[config.mk]
export PLATFORM = sky130hd
export DESIGN_NAME = ysyx_22050710_mem_arbiter
export DESIGN_NICKNAME = d
export VERILOG_FILES = /design/src/rtl/ysyx_22050710_mem_arbiter.sv
export SDC_FILE = /design/constraint.sdc
export NUM_CORES = 1
export LEC_CHECK = 0
export ABC_AREA = 1
export CAP_MARGIN = 30
export CORE_AREA = 2 2 214 216
export DETAILED_ROUTE_END_ITERATION = 10
export DIE_AREA = 0 0 216 218
export HOLD_SLACK_MARGIN = 0.12
export MAX_ROUTING_LAYER = met4
export PLACE_DENSITY = 0.52
export SLEW_MARGIN = 20
export SYNTH_ARGS = -nofsm -noshare
export SYNTH_HDL_FRONTEND = slang
export SYNTH_SLANG_ARGS = --single-unit
export TNS_END_PERCENT = 1
[constraint.sdc]
create_clock -name i_clk -period 2.1 [get_ports i_clk]
set_clock_uncertainty 0.05 [all_clocks]
set_input_delay 0.42 -clock i_clk [delete_from_list [all_inputs] [get_ports i_clk]]
set_output_delay 0.42 -clock i_clk [all_outputs]
set_load 0.02 [all_outputs]
[src/rtl/ysyx_22050710_mem_arbiter.sv]
// Shares one memory port between IFU fetch and LSU load/store: one transaction
// in flight, round-robin grant on contention, owner-routed single-cycle response.
module ysyx_22050710_mem_arbiter #(
    parameter int AW = 64,
    parameter int DW = 64
) (
    input  logic            i_clk,
    input  logic            i_rst,
    input  logic            i_ifu_valid,
    input  logic [AW-1:0]   i_ifu_addr,
    output logic            o_ifu_ready,
    output logic            o_ifu_rvalid,
    output logic [DW-1:0]   o_ifu_rdata,
    input  logic            i_lsu_valid,
    input  logic [AW-1:0]   i_lsu_addr,
    input  logic            i_lsu_wen,
    input  logic [DW-1:0]   i_lsu_wdata,
    input  logic [DW/8-1:0] i_lsu_wmask,
    output logic            o_lsu_ready,
    output logic            o_lsu_rvalid,
    output logic [DW-1:0]   o_lsu_rdata,
    output logic            o_mem_valid,
    input  logic            i_mem_ready,
    output logic [AW-1:0]   o_mem_addr,
    output logic            o_mem_wen,
    output logic [DW-1:0]   o_mem_wdata,
    output logic [DW/8-1:0] o_mem_wmask,
    input  logic            i_mem_rvalid,
    input  logic [DW-1:0]   i_mem_rdata,
    output logic            o_busy,
    output logic            o_proto_err
);
    typedef enum logic [1:0] {IDLE, REQ, RESP} state_e;

    state_e            state_q;
    logic              owner_lsu_q;
    logic              last_lsu_q;
    logic              proto_err_q;
    logic [AW-1:0]     addr_q;
    logic              wen_q;
    logic [DW-1:0]     wdata_q;
    logic [DW/8-1:0]   wmask_q;
    logic              gnt_ifu, gnt_lsu;
    logic              resp_hit;

    // On a tie the requester that did not win last time goes first.
    always_comb begin
        gnt_ifu = 1'b0;
        gnt_lsu = 1'b0;
        if (state_q == IDLE && !i_rst) begin
            if (i_ifu_valid && i_lsu_valid) begin
                gnt_lsu = !last_lsu_q;
                gnt_ifu = last_lsu_q;
            end else begin
                gnt_lsu = i_lsu_valid;
                gnt_ifu = i_ifu_valid;
            end
        end
    end

    always_ff @(posedge i_clk) begin
        if (i_rst) begin
            state_q     <= IDLE;
            owner_lsu_q <= 1'b0;
            last_lsu_q  <= 1'b0;
            proto_err_q <= 1'b0;
            addr_q      <= '0;
            wen_q       <= 1'b0;
            wdata_q     <= '0;
            wmask_q     <= '0;
        end else begin
            case (state_q)
                IDLE: begin
                    if (gnt_ifu || gnt_lsu) begin
                        addr_q      <= gnt_lsu ? i_lsu_addr : i_ifu_addr;
                        wen_q       <= gnt_lsu & i_lsu_wen;
                        wdata_q     <= gnt_lsu ? i_lsu_wdata : '0;
                        wmask_q     <= gnt_lsu ? i_lsu_wmask : '0;
                        owner_lsu_q <= gnt_lsu;
                        last_lsu_q  <= gnt_lsu;
                        state_q     <= REQ;
                    end
                end
                REQ: begin
                    // A response before the request was taken is a bus protocol error.
                    if (i_mem_rvalid) proto_err_q <= 1'b1;
                    if (i_mem_ready)  state_q     <= RESP;
                end
                RESP: begin
                    if (i_mem_rvalid) state_q <= IDLE;
                end
                default: state_q <= IDLE;
            endcase
        end
    end

    assign resp_hit     = (state_q == RESP) && i_mem_rvalid && !i_rst;
    assign o_ifu_ready  = gnt_ifu;
    assign o_lsu_ready  = gnt_lsu;
    assign o_ifu_rvalid = resp_hit && !owner_lsu_q;
    assign o_lsu_rvalid = resp_hit && owner_lsu_q;
    assign o_ifu_rdata  = o_ifu_rvalid ? i_mem_rdata : '0;
    assign o_lsu_rdata  = o_lsu_rvalid ? i_mem_rdata : '0;
    assign o_mem_valid  = (state_q == REQ);
    assign o_mem_addr   = addr_q;
    assign o_mem_wen    = wen_q;
    assign o_mem_wdata  = wdata_q;
    assign o_mem_wmask  = wmask_q;
    assign o_busy       = (state_q != IDLE);
    assign o_proto_err  = proto_err_q;
endmodule
==> impl_table.tex, run 1 <==
\begin{tabular}{lr}
\hline
Metric & Value \\
\hline
\multicolumn{2}{l}{\textbf{Floorplan}} \\
Initial cell density of the core & 0.159 \\
Die width & 216 um \\
Ports placed on the boundary & 543 \\
Die area & 47100 um2 \\
Chip height & 218 um \\
Number of cell rows & 78 \\
Area of the core & 44900 um2 \\
\multicolumn{2}{l}{\textbf{Yosys}} \\
Post-synthesis simple-gate area fraction & 0.313 \\
Synth Warn \# & 0 \\
Mux contribution to synthesized area & 0 \\
Combinational family with the most area after synthesis & simple AND/OR/NAND/NOR gates \\
Adder-Cell Fraction of Synth Area & 0 \\
Synth Area in Compound Gates & 0.147 \\
Synth Register Bits & 141 \\
Fraction of synthesized cell area in xor and xnor cells & 0 \\
Yosys cell types & 22 \\
Post-synthesis area per instance & 6.35 um2 \\
Register area share after synthesis & 0.394 \\
Area of the mapped netlist & 7160 um2 \\
Cell count after synthesis & 1128 \\
Syn nets & 1399 \\
\multicolumn{2}{l}{\textbf{Setup path}} \\
Critical path buffers and inverters & 3 \\
Critical path required time & 1.63 ns \\
Slowest stage cell on the critical path & clkdlybuf4s50\_1 \\
Critical-path cell list & clkdlybuf4s50\_1, nand4\_1, buf\_12, nor2\_1, buf\_2 \\
Worst endpoint data arrival time & 1.67 ns \\
Maximum fanout along the worst path & 65 \\
Worst setup path class & primary input to primary output \\
Worst path max stage delay & 0.50 ns \\
Largest delay share family, worst path & buffers and inverters \\
Worst Setup End Kind & primary output \\
Type of origin of the critical path & primary input \\
\multicolumn{2}{l}{\textbf{Clocking}} \\
Clock slew seen by the registers of the worst setup and hold paths & 0.05 ns \\
Clock root buffer & clkbuf\_16 \\
CTS tree & done \\
Later-pin clock latency in the skew report & 0.44 ns \\
Clock tree sinks & 141 \\
H-tree level count & 4 \\
Clock tree buffer depth & 2 \\
Number of clock buffers inserted by TritonCTS & 17 \\
\multicolumn{2}{l}{\textbf{STA}} \\
Final Max Slew Viols & 0 \\
Tightest Pin Transition & 0.880 ns \\
Final critical path time including I/O delays and setup & 2.14 ns \\
Setup-failing EPs final & 65 \\
Worst hold slack & 0.408 ns \\
Fin. Hold Viols & 0 \\
Max Fclk & 468 MHz \\
Setup repair after global routing missed its margin & yes \\
Post-route worst setup slack & -0.0382 ns \\
Crit share post-route & 1.02 \\
Normalized max-slew margin & 0.414 \\
\multicolumn{2}{l}{\textbf{Finish}} \\
Filler cell count & 4887 \\
Area of the multi-input gates & 3370 um2 \\
Layout cells sized above 1 & 0.158 \\
Area added between synthesis and finish & 95.8\% \\
Share of the core filled with cells in the final layout & 0.312 \\
Register cell area after layout & 2830 um2 \\
Number of nets at the end of the flow & 1935 \\
\multicolumn{2}{l}{\textbf{Pwr}} \\
PwrDens & 629 nW/um2 \\
Worst VDD drop & 519 uV \\
Final Power & 8.82 mW \\
Static leakage & 6.07 nW \\
\multicolumn{2}{l}{\textbf{GRT}} \\
Wire length of the first global-routing pass & 50.8 mm \\
Antenna violations before repair & 5 \\
GRT Total Usage & 0.145 \\
Congestion Overflow GR & 0 \\
Number of global-route vias before repair & 8572 \\
Maximum number of pins on one net before global-route repair & 77 \\
\multicolumn{2}{l}{\textbf{Drt}} \\
Final wirelength & 34.9 mm \\
Post-DR vias/cell & 3.97 \\
Wire length per cell after detailed routing & 15.3 um \\
Detailed-routing iteration count for the pre-antenna-repair pass & 5 \\
Number of nets with antenna violations after detailed routing & 0 \\
Via count of the routed design & 9063 \\
Violation count after the first detailed-routing iteration & 487 \\
Number of remaining DRC errors & 0 \\
\multicolumn{2}{l}{\textbf{Place}} \\
Total of buffers placed on input and output ports & 542 \\
Setup WS pre-CTS & -0.541 ns \\
Post-DP HPWL & 26.6 mm \\
Gp weighted congestion & 0.881 \\
\multicolumn{2}{l}{\textbf{Hold path}} \\
Type of the most critical hold path & flop to flop \\
\multicolumn{2}{l}{\textbf{Run status}} \\
Failing checks & negative setup slack \\
Status & finished with violations \\
\multicolumn{2}{l}{\textbf{Job}} \\
Max Cap Violations & 0 \\
\hline
\end{tabular}
-- worst reg2reg max path, stage by stage (launching register included) --
cell and delay [ns]:
dfxtp_1 0.34, buf_4 0.15, inv_2 0.05, nand2_2 0.07
nor2_4 0.13, buf_4 0.13, buf_12 0.16, buf_4 0.29
nand3_1 0.13, a21oi_1 0.17
-- sequential cells by signal, indices dropped and copies added (netlist names) --
| name | flops |
|---|---|
| o_mem_wdata | 64 |
| o_mem_wen | 1 |
| last_lsu_q | 1 |
| state_q | 2 |
| o_proto_err | 1 |
| o_mem_wmask | 8 |
| o_mem_addr | 64 |
-- final timing paths --
| path | start | endpoint | slack [ns] | cells past startpoint |
|---|---|---|---|---|
| setup / recovery | i_mem_rvalid | o_ifu_rdata[34] | -0.04 | 5 |
| setup reg to reg | state_q[0] | o_mem_wdata[33] | 0.36 | 9 |
| hold / removal | o_mem_wdata[2] | o_mem_wdata[2] | 0.41 | 2 |
| hold reg to reg | o_mem_wdata[2] | o_mem_wdata[2] | 0.41 | 2 |
-- power breakdown --
| part | internal, mW | switching (mW) | total [mW] |
|---|---|---|---|
| Combinational | 1.28 | 1.30 | 2.59 |
| Clock | 1.99 | 1.23 | 3.23 |
| Sequential | 2.90 | 0.108 | 3.01 |
-- synth_stat cells --
cell type / number / area share
o21ai_0: 47 / 0.033
a21oi_2: 1 / 0.0012
inv_2: 4 / 0.0021
o31ai_1: 1 / 0.0010
buf_4: 25 / 0.026
buf_2: 50 / 0.035
clkbuf_1: 18 / 0.0094
o21a_1: 1 / 0.0010
nor2_1: 260 / 0.14
buf_1: 2 / 0.0010
nand3_2: 1 / 0.0014
inv_1: 134 / 0.070
nand4_1: 2 / 0.0017
nand3_1: 138 / 0.096
dfxtp_1: 141 / 0.39
o21ai_2: 1 / 0.0012
buf_6: 1 / 0.0016
nand2_1: 142 / 0.074
nor2_4: 1 / 0.0016
nand2_2: 1 / 0.00087
o21ai_1: 17 / 0.012
a21oi_1: 140 / 0.098
-- final cells by class --
class | count | area share
clock inverters | 9 | 0.00955
well taps | 600 | 0.0536
repair buffers | 613 | 0.422
clock buffers | 23 | 0.0348
flip-flops and latches | 141 | 0.202
multi-input cells | 753 | 0.241
inverters | 138 | 0.0370
diodes | 5 | 0.000893
-- through the flow --
| step | setup TNS, ns | instance area, um2 | instances |
|---|---|---|---|
| 6_report | -0.947 | 14000 | 2282 |
| 5_1_grt | -13.46 | 14000 | 2282 |
| 4_1_cts | -5.56 | 13900 | 2275 |
| 3_5_place_dp | -57.42 | 13600 | 2240 |
| 3_3_place_gp | -57.52 | 13600 | 2240 |
| 2_1_floorplan | 0 | 7160 | 1128 |
-- cells by family (layout without fill, tap and decap cells) --
family,after synthesis,count (layout)
AO/OA/AOI/OAI,208,208
buffers and inverters,234,783
AND/OR/NAND/NOR,545,545
other,0,5
flip-flops,141,141
-- routing by layer --
| layer | GRT usage | vias up | routed length [um] |
|---|---|---|---|
| met5 | - | - | 0 |
| met4 | 0.0420 | 0 | 490 |
| met3 | 0.0558 | 26 | 3050 |
| met2 | 0.220 | 324 | 15800 |
| met1 | 0.179 | 4085 | 15600 |
| li1 | - | 4628 | - |
-- placed cells by master, fill, tap and decap left out, types with 3 or more instances in the layout --
master / n
dfxtp_1: 139
buf_2: 4
inv_1: 133
nand3_1: 138
clkbuf_16: 17
clkinv_4: 3
a21oi_1: 139
buf_12: 20
clkbuf_8: 4
inv_2: 5
nand2_1: 141
buf_4: 172
buf_6: 8
o21ai_1: 17
o21ai_0: 47
bufinv_16: 3
diode_2: 5
nor2_1: 244
nor2_2: 13
clkdlybuf4s50_1: 407
nor2_4: 4
-- timing repair --
action	in CTS	in global routing
hold buffers	0	0
buffers inserted	2	2
setup endpoints to repair	133	132
gates resized for setup	649	21
cloned	1	0
pin swaps	1	2
No activity file was read; power rests on OpenSTA's default activity.
==> inputs of run 2 (changes only) <==
--- a/config.mk
+++ b/config.mk
@@ -7,12 +7,14 @@
 export LEC_CHECK = 0
 export ABC_AREA = 1
 export CAP_MARGIN = 30
+export CELL_PAD_IN_SITES_DETAIL_PLACEMENT = 1
+export CELL_PAD_IN_SITES_GLOBAL_PLACEMENT = 1
 export CORE_AREA = 2 2 214 216
 export DETAILED_ROUTE_END_ITERATION = 10
 export DIE_AREA = 0 0 216 218
 export HOLD_SLACK_MARGIN = 0.12
 export MAX_ROUTING_LAYER = met4
-export PLACE_DENSITY = 0.52
+export PLACE_DENSITY = 0.67
 export SLEW_MARGIN = 20
 export SYNTH_ARGS = -nofsm -noshare
 export SYNTH_HDL_FRONTEND = slang
==> run 2 against run 1 <==
The run still ends with negative setup slack left; critical path depth is 2 higher; global-route usage is 3.1 points higher; utilization is 1.7 points higher; largest cell class unchanged; largest power group unchanged.
==> impl_table.tex, run 2 (synthesis results as in run 1) <==
\begin{tabular}{lr}
\hline
Metric & Value \\
\hline
\multicolumn{2}{l}{\textbf{GRT}} \\
Number of global-route vias before repair & 9748 (+14\%) \\
Maximum number of pins on one net before global-route repair & 102 (+32\%) \\
Congestion Overflow GR & 0 (unchanged) \\
Antenna violations before repair & 4 (-1) \\
Wire length of the first global-routing pass & 60.6 mm (+19\%) \\
GRT Total Usage & 0.176 (+0.0313) \\
\multicolumn{2}{l}{\textbf{Finish}} \\
Most common cell after layout, fill and taps aside & clkdlybuf4s50\_1 \\
Area added between synthesis and finish & 107\% \\
Top library cells by usage in the layout, fill and taps aside & clkdlybuf4s50\_1 (406), nor2\_1 (190), nand2\_1 (141) \\
Post-layout instance area & 14800 um2 (+5.5\%) \\
Filler cell count & 5402 (+11\%) \\
Layout cells sized above 1 & 0.195 (+0.0374) \\
Number of nets at the end of the flow & 1947 (+0.62\%) \\
\multicolumn{2}{l}{\textbf{Clocking}} \\
H-tree level count & 4 (unchanged) \\
CTS tree & done \\
Count of hold buffers inserted by post-cts repair & 0 (unchanged) \\
Number of clock buffers inserted by TritonCTS & 17 (unchanged) \\
Clock tree sinks & 141 (unchanged) \\
Later-pin clock latency in the skew report & 0.46 ns (+0.02 ns) \\
Clock root buffer & clkbuf\_16 \\
Clock slew seen by the registers of the worst setup and hold paths & 0.06 ns (about the same) \\
Clock tree buffer depth & 2 (unchanged) \\
\multicolumn{2}{l}{\textbf{STA}} \\
Setup repair after global routing missed its margin & yes \\
Normalized max-slew margin & 0.426 (+0.0125) \\
Post-route worst setup slack & -0.147 ns (-0.109 ns) \\
Final critical path time including I/O delays and setup & 2.25 ns (+0.109 ns) \\
Fin. Hold Viols & 0 (unchanged) \\
Final Max Slew Viols & 0 (unchanged) \\
Max Fclk & 445 MHz (-4.8\%) \\
Crit share post-route & 1.07 (+0.0517) \\
Setup-failing EPs final & 105 (+62\%) \\
Tightest Pin Transition & 0.861 ns (-0.0187 ns) \\
Setup TNS after final layout & -6.07 ns (-5.12 ns) \\
\multicolumn{2}{l}{\textbf{Place}} \\
Post-DP HPWL & 31.4 mm (+18\%) \\
Standard cell area after detailed placement & 13700 um2 (+1.0\%) \\
Total of buffers placed on input and output ports & 542 (unchanged) \\
Gp weighted congestion & 0.843 (-4.3\%) \\
Setup WS pre-CTS & -0.540 ns (+0.00152 ns) \\
\multicolumn{2}{l}{\textbf{Setup path}} \\
Reg-to-reg startpoint & state\_q[0] \\
Worst reg-to-reg path cell count & 10 (+1) \\
Worst setup path class & primary input to primary output \\
Worst endpoint data arrival time & 1.78 ns (+0.11 ns) \\
Worst Setup End Kind & primary output \\
Critical path required time & 1.63 ns (about the same) \\
Setup slack, reg-to-reg & 0.18 ns (-0.18 ns) \\
Maximum fanout along the worst path & 11 (-83\%) \\
Reg2reg end & o\_mem\_addr[4] \\
Type of origin of the critical path & primary input \\
\multicolumn{2}{l}{\textbf{Drt}} \\
Number of remaining DRC errors & 0 (unchanged) \\
Via count of the routed design & 9483 (+4.6\%) \\
Violation count after the first detailed-routing iteration & 350 (-28\%) \\
Final wirelength & 41.7 mm (+19\%) \\
Wire length per cell after detailed routing & 18.2 um (+19\%) \\
Post-DR vias/cell & 4.14 (+4.1\%) \\
Detailed-routing iteration count for the pre-antenna-repair pass & 6 (+1) \\
Number of nets with antenna violations after detailed routing & 0 (unchanged) \\
\multicolumn{2}{l}{\textbf{Job}} \\
Max Cap Violations & 0 (unchanged) \\
\multicolumn{2}{l}{\textbf{Floorplan}} \\
Initial cell density of the core & 0.159 (unchanged) \\
Area of the core & 44900 um2 (unchanged) \\
Die width & 216 um (unchanged) \\
Chip height & 218 um (unchanged) \\
Die area & 47100 um2 (unchanged) \\
Number of cell rows & 78 (unchanged) \\
Ports placed on the boundary & 543 (unchanged) \\
\multicolumn{2}{l}{\textbf{Hold path}} \\
Count of cells along the worst hold path & 5 (+3) \\
Start point of the worst min-delay path & i\_rst \\
Worst Hold Endpoint & last\_lsu\_q \\
Type of the most critical hold path & primary input to flop \\
\multicolumn{2}{l}{\textbf{Pwr}} \\
Worst VDD drop & 594 uV (+14\%) \\
Static leakage & 6.21 nW (+2.4\%) \\
PwrDens & 600 nW/um2 (-4.6\%) \\
Final Power & 8.87 mW (+0.63\%) \\
\multicolumn{2}{l}{\textbf{Run status}} \\
Failing checks & negative setup slack \\
Status & finished with violations \\
\hline
\end{tabular}
[run 2: stage by stage]
stage	hold slack (ns)	utilization	cells
3_5_place_dp	0.402	0.305	2249
5_1_grt	0.373	0.329	2293
3_3_place_gp	0.397	0.305	2249
4_1_cts	0.322	0.320	2284
6_report	0.352	0.329	2293
2_1_floorplan	0.428	-	1128
[run 2: routing by layer]
metal,share of wire,vias to the layer above,track usage
met3,0.057,67,0.0444
met4,0.044,0,0.0776
met2,0.52,353,0.317
met1,0.38,4427,0.182
li1,-,4636,-
met5,0,-,-
[run 2: power breakdown]
part           internal, mW  leakage, nW  switching, mW  total (mW)
sequential             2.90         1.16          0.114        3.01
combinational          1.25         4.76           1.36        2.61
clock                  1.89        0.294           1.36        3.25
[run 2: worst max-delay path by stage]
stage                  from         endpoint  slack [ns]  depth (start not counted)
2_1_floorplan         i_rst  o_ifu_rdata[54]        0.25                          6
3_3_place_gp   i_mem_rvalid  o_ifu_rdata[25]       -0.50                          6
3_5_place_dp   i_mem_rvalid  o_ifu_rdata[53]       -0.54                          6
4_1_cts          state_q[1]  o_lsu_rdata[37]       -0.23                          8
5_1_grt          state_q[1]  o_ifu_rdata[37]       -0.26                          7
6_report       i_mem_rvalid  o_lsu_rdata[40]       -0.15                          7
[run 2: cell type report]
class                   count  area, um2  share of cell area
diodes                      4       10.0            0.000677
clock buffers              18        429              0.0290
well taps                 600        751              0.0508
inverters                 138        518              0.0350
repair buffers            625       6390               0.432
flip-flops and latches    141       2820               0.191
multi-input cells         753       3680               0.249
clock inverters            14        183              0.0124
[run 2: worst max-delay path, cell delays in order]
cell and delay [ns]:
clkdlybuf4s50_1 0.50, nand4_1 0.12, buf_6 0.16, buf_12 0.15, buf_16 0.15, nor2_4 0.13, buf_12 0.13
[run 2: what timing repair did]
item,CTS,global route
buffers inserted,1,4
cloned,2,1
pin swaps,2,2
resized for setup,605,103
endpoints found under the setup margin,135,131
